[src/rtl/pattern_sequencer_mc.sv]
// Multi-channel pattern sequencer: round-robin fetch of order/note words from one shared synchronous ROM port.
// Optional macro PATSEQ_LOOP_EN: loop to order 0 at the end-of-song marker instead of halting the channel.
module pattern_sequencer_mc #(
  parameter int NUM_CH     = 2,
  parameter int ADDR_W     = 8,
  parameter int MAX_ORDERS = 16,
  parameter int ORDER_BASE = 0
) (
  input  logic                  i_clk,
  input  logic                  i_rst,
  input  logic [NUM_CH-1:0]     i_note_stb,
  output logic [NUM_CH-1:0]     o_note_valid,
  output logic [6*NUM_CH-1:0]   o_note_pitch,
  output logic [5*NUM_CH-1:0]   o_note_len,
  output logic [4*NUM_CH-1:0]   o_note_instrument,
  output logic [NUM_CH-1:0]     o_note_rest,
  output logic [NUM_CH-1:0]     o_done,
  output logic [NUM_CH-1:0]     o_overrun,
  output logic [ADDR_W-1:0]     o_rom_addr,
  input  logic [15:0]           i_rom_data
);
  localparam int OW = (MAX_ORDERS > 1) ? $clog2(MAX_ORDERS) : 1;
  localparam int CW = (NUM_CH > 1) ? $clog2(NUM_CH) : 1;

  typedef enum logic [2:0] {IDLE, ORD_ADDR, ORD_DATA, PAT_ADDR, PAT_DATA, OUTPUT} state_t;

  state_t state_q, state_d;
  logic [CW-1:0] gnt_q, gnt_d, rr_q, rr_d, pick, cand;
  logic any_pend;
  logic [NUM_CH-1:0] pending_q, pending_d, in_pat_q, in_pat_d, done_q, done_d, ovr_q, ovr_d;
  logic [NUM_CH-1:0] serving, accept;
  logic [OW-1:0] ord_idx_q [NUM_CH];
  logic [OW-1:0] ord_idx_d [NUM_CH];
  logic [7:0] pat_addr_q [NUM_CH];
  logic [7:0] pat_addr_d [NUM_CH];
  logic [7:0] pat_len_q [NUM_CH];
  logic [7:0] pat_len_d [NUM_CH];
  logic [7:0] pat_cnt_q [NUM_CH];
  logic [7:0] pat_cnt_d [NUM_CH];
  logic [6*NUM_CH-1:0] pitch_q, pitch_d;
  logic [5*NUM_CH-1:0] len_q, len_d;
  logic [4*NUM_CH-1:0] instr_q, instr_d;
  logic [NUM_CH-1:0] rest_q, rest_d;
  logic [ADDR_W-1:0] rom_addr_q;

  // Descending scan so the pending channel closest to rr_q wins.
  always_comb begin
    pick     = rr_q;
    cand     = '0;
    any_pend = 1'b0;
    for (int i = NUM_CH - 1; i >= 0; i--) begin
      cand = CW'((int'(rr_q) + i) % NUM_CH);
      if (pending_q[cand]) begin
        pick     = cand;
        any_pend = 1'b1;
      end
    end
  end

  always_comb begin
    serving = '0;
    if (state_q != IDLE) serving[gnt_q] = 1'b1;
    accept = i_note_stb & ~pending_q & ~serving & ~done_q;
    ovr_d  = i_note_stb & ~accept;
  end

  always_comb begin
    o_rom_addr = rom_addr_q;
    if (state_q == ORD_ADDR)
      o_rom_addr = ADDR_W'(ORDER_BASE) + ADDR_W'(gnt_q) * ADDR_W'(MAX_ORDERS)
                   + ADDR_W'(ord_idx_q[gnt_q]);
    else if (state_q == PAT_ADDR)
      o_rom_addr = ADDR_W'(pat_addr_q[gnt_q]);
  end

  always_comb begin
    state_d      = state_q;
    gnt_d        = gnt_q;
    rr_d         = rr_q;
    pending_d    = pending_q | accept;
    in_pat_d     = in_pat_q;
    done_d       = done_q;
    ord_idx_d    = ord_idx_q;
    pat_addr_d   = pat_addr_q;
    pat_len_d    = pat_len_q;
    pat_cnt_d    = pat_cnt_q;
    pitch_d      = pitch_q;
    len_d        = len_q;
    instr_d      = instr_q;
    rest_d       = rest_q;
    o_note_valid = '0;
    case (state_q)
      IDLE: begin
        if (any_pend) begin
          gnt_d            = pick;
          pending_d[pick]  = 1'b0;
          state_d          = in_pat_q[pick] ? PAT_ADDR : ORD_ADDR;
        end
      end
      ORD_ADDR: state_d = ORD_DATA;
      ORD_DATA: begin
        if (i_rom_data[15:8] != 8'd0) begin
          pat_addr_d[gnt_q] = i_rom_data[7:0];
          pat_len_d[gnt_q]  = i_rom_data[15:8];
          pat_cnt_d[gnt_q]  = 8'd1;
          in_pat_d[gnt_q]   = 1'b1;
          state_d           = PAT_ADDR;
        end else begin
`ifdef PATSEQ_LOOP_EN
          // A marker at entry 0 halts the channel, otherwise the engine would spin forever.
          if (ord_idx_q[gnt_q] != '0) begin
            ord_idx_d[gnt_q] = '0;
            state_d          = ORD_ADDR;
          end else begin
            done_d[gnt_q] = 1'b1;
            state_d       = IDLE;
          end
`else
          done_d[gnt_q] = 1'b1;
          state_d       = IDLE;
`endif
        end
      end
      PAT_ADDR: state_d = PAT_DATA;
      PAT_DATA: begin
        pitch_d[6*int'(gnt_q) +: 6] = i_rom_data[5:0];
        len_d[5*int'(gnt_q) +: 5]   = i_rom_data[10:6];
        instr_d[4*int'(gnt_q) +: 4] = i_rom_data[14:11];
        rest_d[gnt_q]               = i_rom_data[15];
        state_d                     = OUTPUT;
      end
      OUTPUT: begin
        o_note_valid[gnt_q] = 1'b1;
        if (pat_cnt_q[gnt_q] < pat_len_q[gnt_q]) begin
          pat_addr_d[gnt_q] = pat_addr_q[gnt_q] + 8'd1;
          pat_cnt_d[gnt_q]  = pat_cnt_q[gnt_q] + 8'd1;
        end else begin
          in_pat_d[gnt_q]  = 1'b0;
          ord_idx_d[gnt_q] = ord_idx_q[gnt_q] + 1'b1;
        end
        rr_d    = (int'(gnt_q) == NUM_CH - 1) ? '0 : gnt_q + 1'b1;
        state_d = IDLE;
      end
      default: state_d = IDLE;
    endcase
  end

  always_ff @(posedge i_clk or posedge i_rst) begin
    if (i_rst) begin
      state_q    <= IDLE;
      gnt_q      <= '0;
      rr_q       <= '0;
      pending_q  <= '0;
      in_pat_q   <= '0;
      done_q     <= '0;
      ovr_q      <= '0;
      ord_idx_q  <= '{default: '0};
      pat_addr_q <= '{default: '0};
      pat_len_q  <= '{default: '0};
      pat_cnt_q  <= '{default: '0};
      pitch_q    <= '0;
      len_q      <= '0;
      instr_q    <= '0;
      rest_q     <= '0;
      rom_addr_q <= '0;
    end else begin
      state_q    <= state_d;
      gnt_q      <= gnt_d;
      rr_q       <= rr_d;
      pending_q  <= pending_d;
      in_pat_q   <= in_pat_d;
      done_q     <= done_d;
      ovr_q      <= ovr_d;
      ord_idx_q  <= ord_idx_d;
      pat_addr_q <= pat_addr_d;
      pat_len_q  <= pat_len_d;
      pat_cnt_q  <= pat_cnt_d;
      pitch_q    <= pitch_d;
      len_q      <= len_d;
      instr_q    <= instr_d;
      rest_q     <= rest_d;
      rom_addr_q <= o_rom_addr;
    end
  end

  assign o_note_pitch      = pitch_q;
  assign o_note_len        = len_q;
  assign o_note_instrument = instr_q;
  assign o_note_rest       = rest_q;
  assign o_done            = done_q;
  assign o_overrun         = ovr_q;
endmodule

[config.mk]
export PLATFORM = sky130hd
export DESIGN_NAME = pattern_sequencer_mc
export DESIGN_NICKNAME = d
export VERILOG_FILES = /design/src/rtl/pattern_sequencer_mc.sv
export SDC_FILE = /design/constraint.sdc
export NUM_CORES = 1
export LEC_CHECK = 0
export ABC_AREA = 1
export CELL_PAD_IN_SITES_DETAIL_PLACEMENT = 1
export CELL_PAD_IN_SITES_GLOBAL_PLACEMENT = 2
export CORE_MARGIN = 4
export CORE_UTILIZATION = 35
export CTS_BUF_LIST = sky130_fd_sc_hd__clkbuf_4
export CTS_CLUSTER_SIZE = 24
export DETAILED_ROUTE_END_ITERATION = 6
export DONT_BUFFER_PORTS = 1
export GPL_TIMING_DRIVEN = 1
export PLACE_DENSITY = 0.83
export SYNTH_ARGS = -nofsm -noshare
export SYNTH_HDL_FRONTEND = slang
export SYNTH_SLANG_ARGS = --single-unit
[constraint.sdc]
create_clock -name i_clk -period 3.4 [get_ports i_clk]
set_input_delay 0.34 -clock i_clk [delete_from_list [all_inputs] [get_ports i_clk]]
set_output_delay 0.34 -clock i_clk [all_outputs]
set_load 0.01 [all_outputs]
==> results_dict.tcl <==
set metrics [dict create \
    synthArstFlopShare_pct 100 \
    pwr-share-seq_pct 43.8 \
    die_height_um 137 \
    avgSynthCellArea_um2 7.94 \
    hold_path.class "input port to flip-flop" \
    leakagePower_nw 3.06 \
    cts-root-buf "clkbuf_4" \
    startpoint_type "flip-flop" \
    synth_cells 732 \
    drt-initial-drc-count 232 \
    crit_slowest_cell "dfrtp_2" \
    clock_skew_ps 22.0 \
    gp_congestion 0.813 \
    yosysWarnings 0 \
    yosys-top-cells-count "nand2_1 (256), dfrtp_1 (109), o21ai_0 (89), inv_1 (60)" \
    h-tree-depth 3 \
    crit_top_cell "nand2_1" \
    hold_viol 0 \
    wl_per_cell_um 17.8 \
    p_comb_share_pct 43.9 \
    cts_sinks 109 \
    fin_util_pct 38.3 \
    max_slew_margin_pct 30.7 \
    drive_gt1_share_pct 9.12 \
    ys_ff_latch 109 \
    areaGrowthSynthToFinish_pct 5.90 \
    synth_top_cell_area_share_pct 46.9 \
    drt_wl_total_um 16900 \
    synth_most_common_cell "nand2_1" \
    cp_data_required_time_ps 3800 \
    vias 4987 \
    start_util_pct 36.2 \
    syn_nets 762 \
    p_int_mw 2.62 \
    p_per_area_nw_per_um2 841 \
    firstDrtPassIters 4 \
    crit_family "simple AND/OR/NAND/NOR gates" \
    p_switching_mw 2.55 \
    grt_start_max_net_pins 57 \
    ff_latch_area_um2 2730 \
    yosysUniqueCellTypes 38 \
    rsz0062_at_grt "no" \
    core_region_area_um2 16100 \
    seq_area_frac_synth_pct 46.9 \
    clk_latency_ps 500 \
    synth_flop_cell "dfrtp_1" \
    fin_crit_ps 2870 \
    drv_slew 0 \
    switching_share_pct 49.3 \
    clk_pin_slew_ps 190 \
    rows 46 \
    critical_path.max_stage_delay_ps 670 \
    tns_ps 0 \
    crit_chain "inv_4 > or2_1 > o21ai_0 > inv_1 > ha_1 > nand2_1 > nor2_1 > a211oi_1 > nand2_4 > nand2_8 > nand3_2 > nand2_1 > nand2_1" \
    layout.nets 760 \
    drv_cap 0 \
    status "complete, no violations" \
    path_buf_inv 2 \
    dieArea_um2 18700 \
    worstMarginPinSlew_ps 1040 \
    num_antenna_cells 0 \
    netlist_area_um2 5810 \
    worstSetupEndpointType "flip-flop" \
    antenna_found_initial 0 \
    io_pins 66 \
    multi_input_area_um2 2590 \
    max_freq_mhz 349 \
    fp.dieW_um 137 \
    synth_area_leaders "dfrtp_1 (47%), nand2_1 (17%), o21ai_0 (7.7%)" \
    cts.path.max_buffers 2 \
    post-route-period-util_pct 84.3 \
    overflow 0 \
    yosysTopAreaCell "dfrtp_1" \
    grt_pass1_vias 5250 \
    drc_errors 0 \
    cts_inserted_buffers 9 \
    fill_cells 1948 \
    post-place-ws_ps 559 \
    io_buffers 0 \
    pwr-share-clk_pct 12.3 \
    place_hpwl_um 12400 \
    worst-setup-path-type "flip-flop to flip-flop" \
    setup_viol 0 \
    cp_data_arrival_time_ps 3270 \
    critPathMaxFanout 36 \
    synth-edff-count 0 \
    cts_tree "done" \
    vias_per_cell 5.24 \
    grt.total_usage_pct 19.2 \
    ir_drop_v 0.000399 \
    ant_nets 0 \
    setup_slack_ps 533 \
    grt_first_pass_wirelength_um 28200 \
]
==> layout by cell type (no fill, tap or decap), types with 2 or more instances in the layout <==
cell,n
o22ai_1,7
nand4_1,36
o21bai_1,3
clkinv_4,2
inv_4,3
a211oi_1,4
inv_1,59
nand2_1,256
nor2_1,20
buf_4,5
o21ai_1,4
dlygate4sd3_1,12
a31oi_1,3
and2_1,2
nand3_4,2
nand2_2,15
nand3_1,36
dfrtp_1,108
o21ai_0,89
a21oi_1,10
inv_2,6
nor2_2,7
clkbuf_4,10
xnor2_1,4
ha_1,10
nand3_2,2
nand2_4,6
==> state kept, by name, indices dropped and copies added (netlist names), named ones only <==
signal / flops
o_note_instrument: 8
pat_addr_q: 16
pat_cnt_q: 16
pat_len_q: 16
ord_idx_q: 8
state_q: 3
o_done: 2
o_note_len: 10
o_overrun: 2
gnt_q: 1
pending_q: 2
o_note_rest: 2
o_note_pitch: 12
rom_addr_q: 8
rr_q: 1
==> path summary, 6_finish.rpt <==
path | startpoint | end | slack, ps | depth (start not counted)
max reg2reg | gnt_q$_DFFE_PP0P_ | pat_addr_q[3]$_DFFE_PP0P_ | 530 | 13
max in group asynchronous | i_rst | pat_addr_q[12]$_DFFE_PP0P_ | 2210 | 3
min in group asynchronous | i_rst | o_note_instrument[6]$_DFFE_PP0P_ | 420 | 2
max | gnt_q$_DFFE_PP0P_ | pat_addr_q[3]$_DFFE_PP0P_ | 530 | 13
min | i_rom_data[5] | o_note_pitch[5]$_DFFE_PP0P_ | 50 | 2
min reg2reg | pat_addr_q[8]$_DFFE_PP0P_ | pat_addr_q[8]$_DFFE_PP0P_ | 500 | 2
==> timing repair <==
action | in CTS | in global routing
resized for setup | 0 | 0
setup buffers | 0 | 0
endpoints found under the hold margin | 71 | 0
hold buffers | 12 | 0
==> per-stage QoR <==
step | std cells | hold WS (ps) | area, µm² | total power, mW
3_3_place_gp | 923 | 360 | 5910 | 4.44
3_5_place_dp | 923 | 374 | 5910 | 4.59
2_1_floorplan | 732 | 436 | 5810 | 3.97
6_report | 951 | 49.2 | 6160 | 5.18
5_1_grt | 951 | 8.80 | 6160 | 5.67
4_1_cts | 951 | 19.2 | 6160 | 5.23
==> metal layers <==
metal | vias up | GRT usage, % | share of wire (%)
met5 | - | 0 | 0
met4 | 0 | 5.21 | 1.2
met3 | 14 | 3.75 | 5.1
met2 | 81 | 32.1 | 49
met1 | 2519 | 25.4 | 45
li1 | 2373 | - | -
==> power groups by stage <==
stage               registers [mW]  logic [mW]  clock network [mW]
finish                        2.27        2.27               0.637
global route                  2.35        2.62               0.707
CTS                           2.27        2.31               0.650
detailed placement            2.29        2.29                   0
global placement              2.27        2.17                   0
floorplan                     2.13        1.85                   0
==> logic make-up after synthesis <==
kind of cell	after synthesis	synth area share, %
AND/OR/NAND/NOR	388	30.6
buffers and inverters	99	8.48
XOR/XNOR	4	0.602
AO/OA/AOI/OAI	120	10.8
flip-flops	109	46.9
multiplexers	2	0.366
adder cells (fa/ha/maj)	10	2.15
==> area by class of cell <==
cell class | count | share of cell area [%]
sequential | 109 | 44.3
clock buffer | 10 | 1.22
clock inverter | 6 | 0.793
inverter | 68 | 4.27
multi-input combinational | 524 | 42.1
tap | 216 | 4.39
timing repair buffer | 18 | 2.89
Power figures use the tool's default switching activity.
==> RTL change 1, RTL diff (same settings) <==
Make the reset (`i_rst`) synchronous in one clocked block.
--- a/src/rtl/pattern_sequencer_mc.sv
+++ b/src/rtl/pattern_sequencer_mc.sv
@@ -145,7 +145,7 @@
     endcase
   end
 
-  always_ff @(posedge i_clk or posedge i_rst) begin
+  always_ff @(posedge i_clk) begin
     if (i_rst) begin
       state_q    <= IDLE;
       gnt_q      <= '0;
Check against the original RTL: differs if i_rst is asserted again (counterexample within 4 cycles, from zero or initial values and one cycle with i_rst high); with i_rst held inactive, the same outputs for 10 cycles.
==> RTL change 1 against the unedited design <==
- cell area decreased by 5.1%
- total power decreased by 29%
- clock skew increased by 0.0023 ns
- core utilization increased by 1.3 points
- wire length increased by 2.7%
- area after synthesis decreased by 8.3%
- setup slack got worse by 0.0017 ns
- critical path depth decreased by 1
- sequential cell count unchanged
- synthesized cell count increased by 3.3%
- critical path type unchanged
- critical endpoint is now pat_cnt_q[6]
- largest cell class is now multi-input combinational cells
==> RTL change 1: results (changes against the unedited design) <==
Synth
  • Sequential-to-total area share from yosys stat: 0.409 (-0.0598)
  • Asr flop ratio synth: 0 (-1.00)
  • Synth unique cells: 45 (+18%)
  • YS warnings: 0 (unchanged)
  • Synth Net Count: 786 (+3.1%)
  • Area contributors post-synth: dfxtp_1 41%, nand2_1 14%, a21oi_1 8.0%
  • Syn Area/Cell: 7.05 sq um (-11%)
  • Synth top cells by count: 192 x nand2_1, 109 x dfxtp_1, 85 x a21oi_1

Route
  • Met2 Wirelength: 8.47 mm (+1.8%)
  • DRT Pass-1 Iters: 4 (unchanged)
  • Metal-1 WL: 7.82 mm (+3.5%)
  • Avg Vias per Cell: 5.33 (+1.7%)
  • Met3 Wirelength: 762 um (-11%)
  • Initial drt markers: 297 (+28%)
  • Post-DR wirelength/cell: 18.4 um (+3.3%)
  • Uppermost layer routed: met4

Critical path
  • CP max stage delay: 0.50 ns (-0.17 ns)
  • Worst path slowest cell: dfxtp_2
  • Cell count of the worst reg-to-reg path: 12 (-1)
  • Reg-to-Reg End: pat_cnt_q[6]
  • CP Max Fanout: 69 (+92%)
  • Slack of the worst reg-to-reg path: 0.53 ns (about the same)
  • FF-to-FF Start: gnt_q
  • CP top delay family: simple AND/OR/NAND/NOR gates

Global route
  • Initial antenna violation count: 0 (unchanged)
  • Largest net degree at the start of global routing: 71 (+25%)
  • Vias in the first global route: 5221 (-0.55%)
  • Gr usage total: 0.205 (+0.0132)
  • Global-route wire length before repair: 28.7 mm (+1.8%)

Clock network
  • Reg clk slew, reported paths: ~0.18 ns
  • Clk Latency, worst-skew pair: between 0.5 and 0.6 ns
  • Postcts setup bufs: 0 (unchanged)
  • CTS Root Cell: clkbuf_4
  • H-tree depth: 3 (unchanged)
  • Longest Clk Path Bufs: 2 (unchanged)
  • Post-cts sizing count: 0 (unchanged)
  • Cts bufs inserted: 9 (unchanged)

Hold path
  • Cell count of the worst hold path: 2 (unchanged)
  • Min-delay src: i_rom_data[12]
  • Hold Path End: pat_len_q[4]
  • Kind of path behind the tightest hold check: in -> reg

Outcome
  • Outcome: finished, final reports clean

Cells and area
  • # fillers: 1903 (-2.3%)
  • Share of cells above drive strength 1: 0.0840 (-0.00717)
  • Antenna cell count: 0 (unchanged)
  • Final std cells w/o fill: 946 (-0.53%)
  • Top flop regs: pat_addr_q (16), pat_cnt_q (16), pat_len_q (16)

Placement
  • PortBufs: 0 (unchanged)
  • Gpl congestion: 0.840 (+3.3%)
  • Placed Cells: 910 (-1.4%)
  • Post-DP HPWL: 12.0 mm (-3.0%)

Timing
  • Setup Skew: 0.0243 ns (+0.00225 ns)
  • Worst slew margin: 0.538 (+0.231)
  • WHS: 0.0791 ns (+0.0299 ns)

Power
  • Pleak: 2.24 nW (-27%)
  • VDD IR max: 205 uV (-49%)
## RTL change 1: worst max path at each step
stage               startpoint       endpoint  slack [ns]  cells after the start
CTS                      gnt_q   pat_cnt_q[6]        0.53                     13
global route             gnt_q   pat_cnt_q[7]        0.33                     13
floorplan                gnt_q   pat_cnt_q[4]        0.83                     15
detailed placement       gnt_q  pat_cnt_q[10]        0.60                     13
global placement         gnt_q   pat_cnt_q[7]        0.66                     13
finish                   gnt_q   pat_cnt_q[6]        0.53                     12
## RTL change 1: per-layer routing
layer	track usage	up-vias
met5	0	-
met4	0.0659	0
met3	0.0428	20
met2	0.344	81
met1	0.264	2467
li1	-	2478
## RTL change 1: cell type report
class	count	share of cell area
clock buffers	9	0.0116
clock inverters	7	0.0236
inverters	63	0.0405
multi-input cells	547	0.463
flip-flops and latches	109	0.374
well taps	184	0.0394
repair buffers	27	0.0484
## RTL change 1: repair_timing
action                                 CTS  global route
setup endpoints to repair                0             0
hold buffers                            20             0
endpoints found under the hold margin   85             0
## RTL change 1: stage by stage
step	util	cell area [sq um]	power, mW	worst slack [ns]
2_1_floorplan	-	5330	2.47	0.827
3_3_place_gp	0.367	5420	2.71	0.665
3_5_place_dp	0.367	5420	2.76	0.598
4_1_cts	0.396	5840	3.71	0.532
5_1_grt	0.396	5840	3.93	0.325
6_report	0.396	5840	3.67	0.531
## RTL change 1: report_power, final
part	total, mW	switching (mW)	internal [mW]
Sequential	1.51	0.0986	1.41
Combinational	1.26	0.904	0.358
Clock	0.902	0.458	0.444
## RTL change 1: cells by family after synthesis
group / after synthesis / share of synthesized area
buffers and inverters: 100 / 0.0840
AO/OA/AOI/OAI: 156 / 0.159
flip-flops: 109 / 0.409
XOR/XNOR: 7 / 0.0129
AND/OR/NAND/NOR: 373 / 0.309
adder cells (fa/ha/maj): 10 / 0.0235
multiplexers: 1 / 0.00188
## RTL change 1: worst register-to-register path: stages (launching register included)
cell	delay (ns)
dfxtp_2	0.50
buf_12	0.32
o21ai_0	0.19
ha_1	0.31
a21oi_1	0.15
nor2_1	0.05
a211oi_1	0.24
nand3_1	0.13
nand2_2	0.26
buf_4	0.31
nand2_2	0.13
nand2_1	0.11
a21oi_1	0.06
==> RTL change 2, RTL diff (same flow settings) <==
Without the edit above. Add a define of `PATSEQ_LOOP_EN`.
--- a/src/rtl/pattern_sequencer_mc.sv
+++ b/src/rtl/pattern_sequencer_mc.sv
@@ -1,5 +1,7 @@
 // Multi-channel pattern sequencer: round-robin fetch of order/note words from one shared synchronous ROM port.
 // Optional macro PATSEQ_LOOP_EN: loop to order 0 at the end-of-song marker instead of halting the channel.
+`define PATSEQ_LOOP_EN
+
 module pattern_sequencer_mc #(
   parameter int NUM_CH     = 2,
   parameter int ADDR_W     = 8,
Function: no difference found for any inputs over 10 cycles, from zero or initial values and one cycle with i_rst high; that may be too few to reach the edited logic, so the function may still have changed.
==> RTL change 2 against the unedited design <==
- combinational power down 12%
- via count down 7.0%
- sequential share of layout area up 1.8 points
- fmax up 0.49%
- area after synthesis down 4.4%
- largest power group unchanged
- total power down 6.8%
- wire length down 7.1%
- sequential power down 3%
- cell area down 3.9%
- sequential cell count unchanged
- first-iteration DRC count up 0.43%
- setup slack better by 0.014 ns
==> RTL change 2: results (changes against the unedited design) <==
Synth
  • Synth unique cells: 40 (+5.3%)
  • Sequential-to-total area share from yosys stat: 0.491 (+0.0218)
  • Area contributors post-synth: dfrtp_1 49%, nand2_1 15%, o21ai_0 6.9%
  • Synth top cells by count: 215 x nand2_1, 109 x dfrtp_1, 77 x o21ai_0

Power
  • VDD IR max: 434 uV (+8.7%)
  • Pleak: 2.93 nW (-4.0%)

Global route
  • Gr usage total: 0.182 (-0.00999)
  • Largest net degree at the start of global routing: 81 (+42%)
  • Global-route wire length before repair: 26.2 mm (-6.9%)
  • Vias in the first global route: 4957 (-5.6%)

Critical path
  • CP Max Fanout: 24 (-33%)
  • CP max stage delay: 0.46 ns (-0.21 ns)
  • CP top delay family: buffers and inverters
  • Arrival @ worst endpoint: 2.51 ns (-0.76 ns)

Cells and area
  • Top flop regs: pat_addr_q (16), pat_cnt_q (16), pat_len_q (16)
  • Share of cells above drive strength 1: 0.0775 (-0.0137)
  • Nets: 710 (-6.6%)

Clock network
  • Reg clk slew, reported paths: 0.17 ns (-0.02 ns)
  • Cts bufs inserted: 9 (unchanged)

Route
  • Initial drt markers: 233 (+0.43%)
  • Final WL: 15.7 mm (-7.1%)

Timing
  • Actual slew at the worst max-slew pin: 0.580 ns (-0.456 ns)
  • WHS: 0.0446 ns (-0.00466 ns)
  • Setup Skew: 0.0289 ns (+0.00687 ns)

Placement
  • Gpl congestion: 0.821 (+0.96%)
  • Post-DP HPWL: 11.4 mm (-7.7%)

Outcome
  • Outcome: finished, final reports clean
## RTL change 2: cell types whose count changed after synthesis, moves of 7 or more
cell     change
mux2i_1      +7
nand2_1     -41
nand2_2     -10
nand3_1      +8
nand4_1     -16
nor2_1       -7
o21ai_0     -12
o21ai_1      +8
## RTL change 2: worst register-to-register path: cells and delay by family, from the launching register on
family / cells / cell delay [ns]
flip-flops: 1 / 0.49
adder cells (fa/ha/maj): 1 / 0.26
AND/OR/NAND/NOR: 11 / 1.35
AO/OA/AOI/OAI: 1 / 0.07
buffers and inverters: 2 / 0.47
## RTL change 2: kinds of logic after synthesis
kind of cell	after synthesis	share of synthesized area
buffers and inverters	98	0.0788
AND/OR/NAND/NOR	315	0.246
flip-flops	109	0.491
multiplexers	9	0.0164
XOR/XNOR	8	0.0126
AO/OA/AOI/OAI	131	0.130
adder cells (fa/ha/maj)	11	0.0248
## RTL change 2: through the flow
step	cell area, sq um	std cells	worst slack, ns	power [mW]
2_1_floorplan	5560	681	0.186	3.67
3_3_place_gp	5730	873	0.804	4.14
3_5_place_dp	5730	873	0.694	4.24
4_1_cts	5920	895	0.499	4.89
5_1_grt	5920	895	0.328	5.29
6_report	5920	895	0.547	4.82
## RTL change 2: path summary, 6_finish.rpt
check                      slack (ns)       endpoint           from  cells past startpoint
hold / removal                   0.04  pat_addr_q[8]  i_rom_data[0]                      2
max in group asynchronous        2.29  rom_addr_q[0]          i_rst                      3
hold reg to reg                  0.50   pat_cnt_q[7]   pat_cnt_q[7]                      2
setup reg to reg                 0.69   pat_cnt_q[8]          gnt_q                     15
setup / recovery                 0.55  o_rom_addr[4]          gnt_q                      8
min in group asynchronous        0.30  pat_len_q[12]          i_rst                      2
## RTL change 2: where the power goes
group / internal (mW) / switching (mW) / total (mW)
registers: 1.77 / 0.425 / 2.20
clock network: 0.161 / 0.469 / 0.630
logic: 0.617 / 1.38 / 2.00
## RTL change 2: layer usage
layer  global-route usage  up-vias  wire [um]
li1                     -     2228          -
met1                0.245     2286       7310
met2                0.288      101       7200
met3               0.0540       22       1010
met4               0.0440        0        218
met5                    0        -          0
## RTL change 2: what timing repair did
action	4_1_cts	5_1_grt
endpoints found under the hold margin	37	0
hold buffers	6	0
resized for setup	0	0
## RTL change 2: area by class of cell
class	instances	area, sq um
Clock inverter	7	56.3
Timing Repair Buffer	15	140
Multi-Input combinational cell	474	2390
Clock buffer	9	67.6
Tap cell	211	264
Sequential cell	109	2730
Fill cell	1876	9460
Inverter	70	268
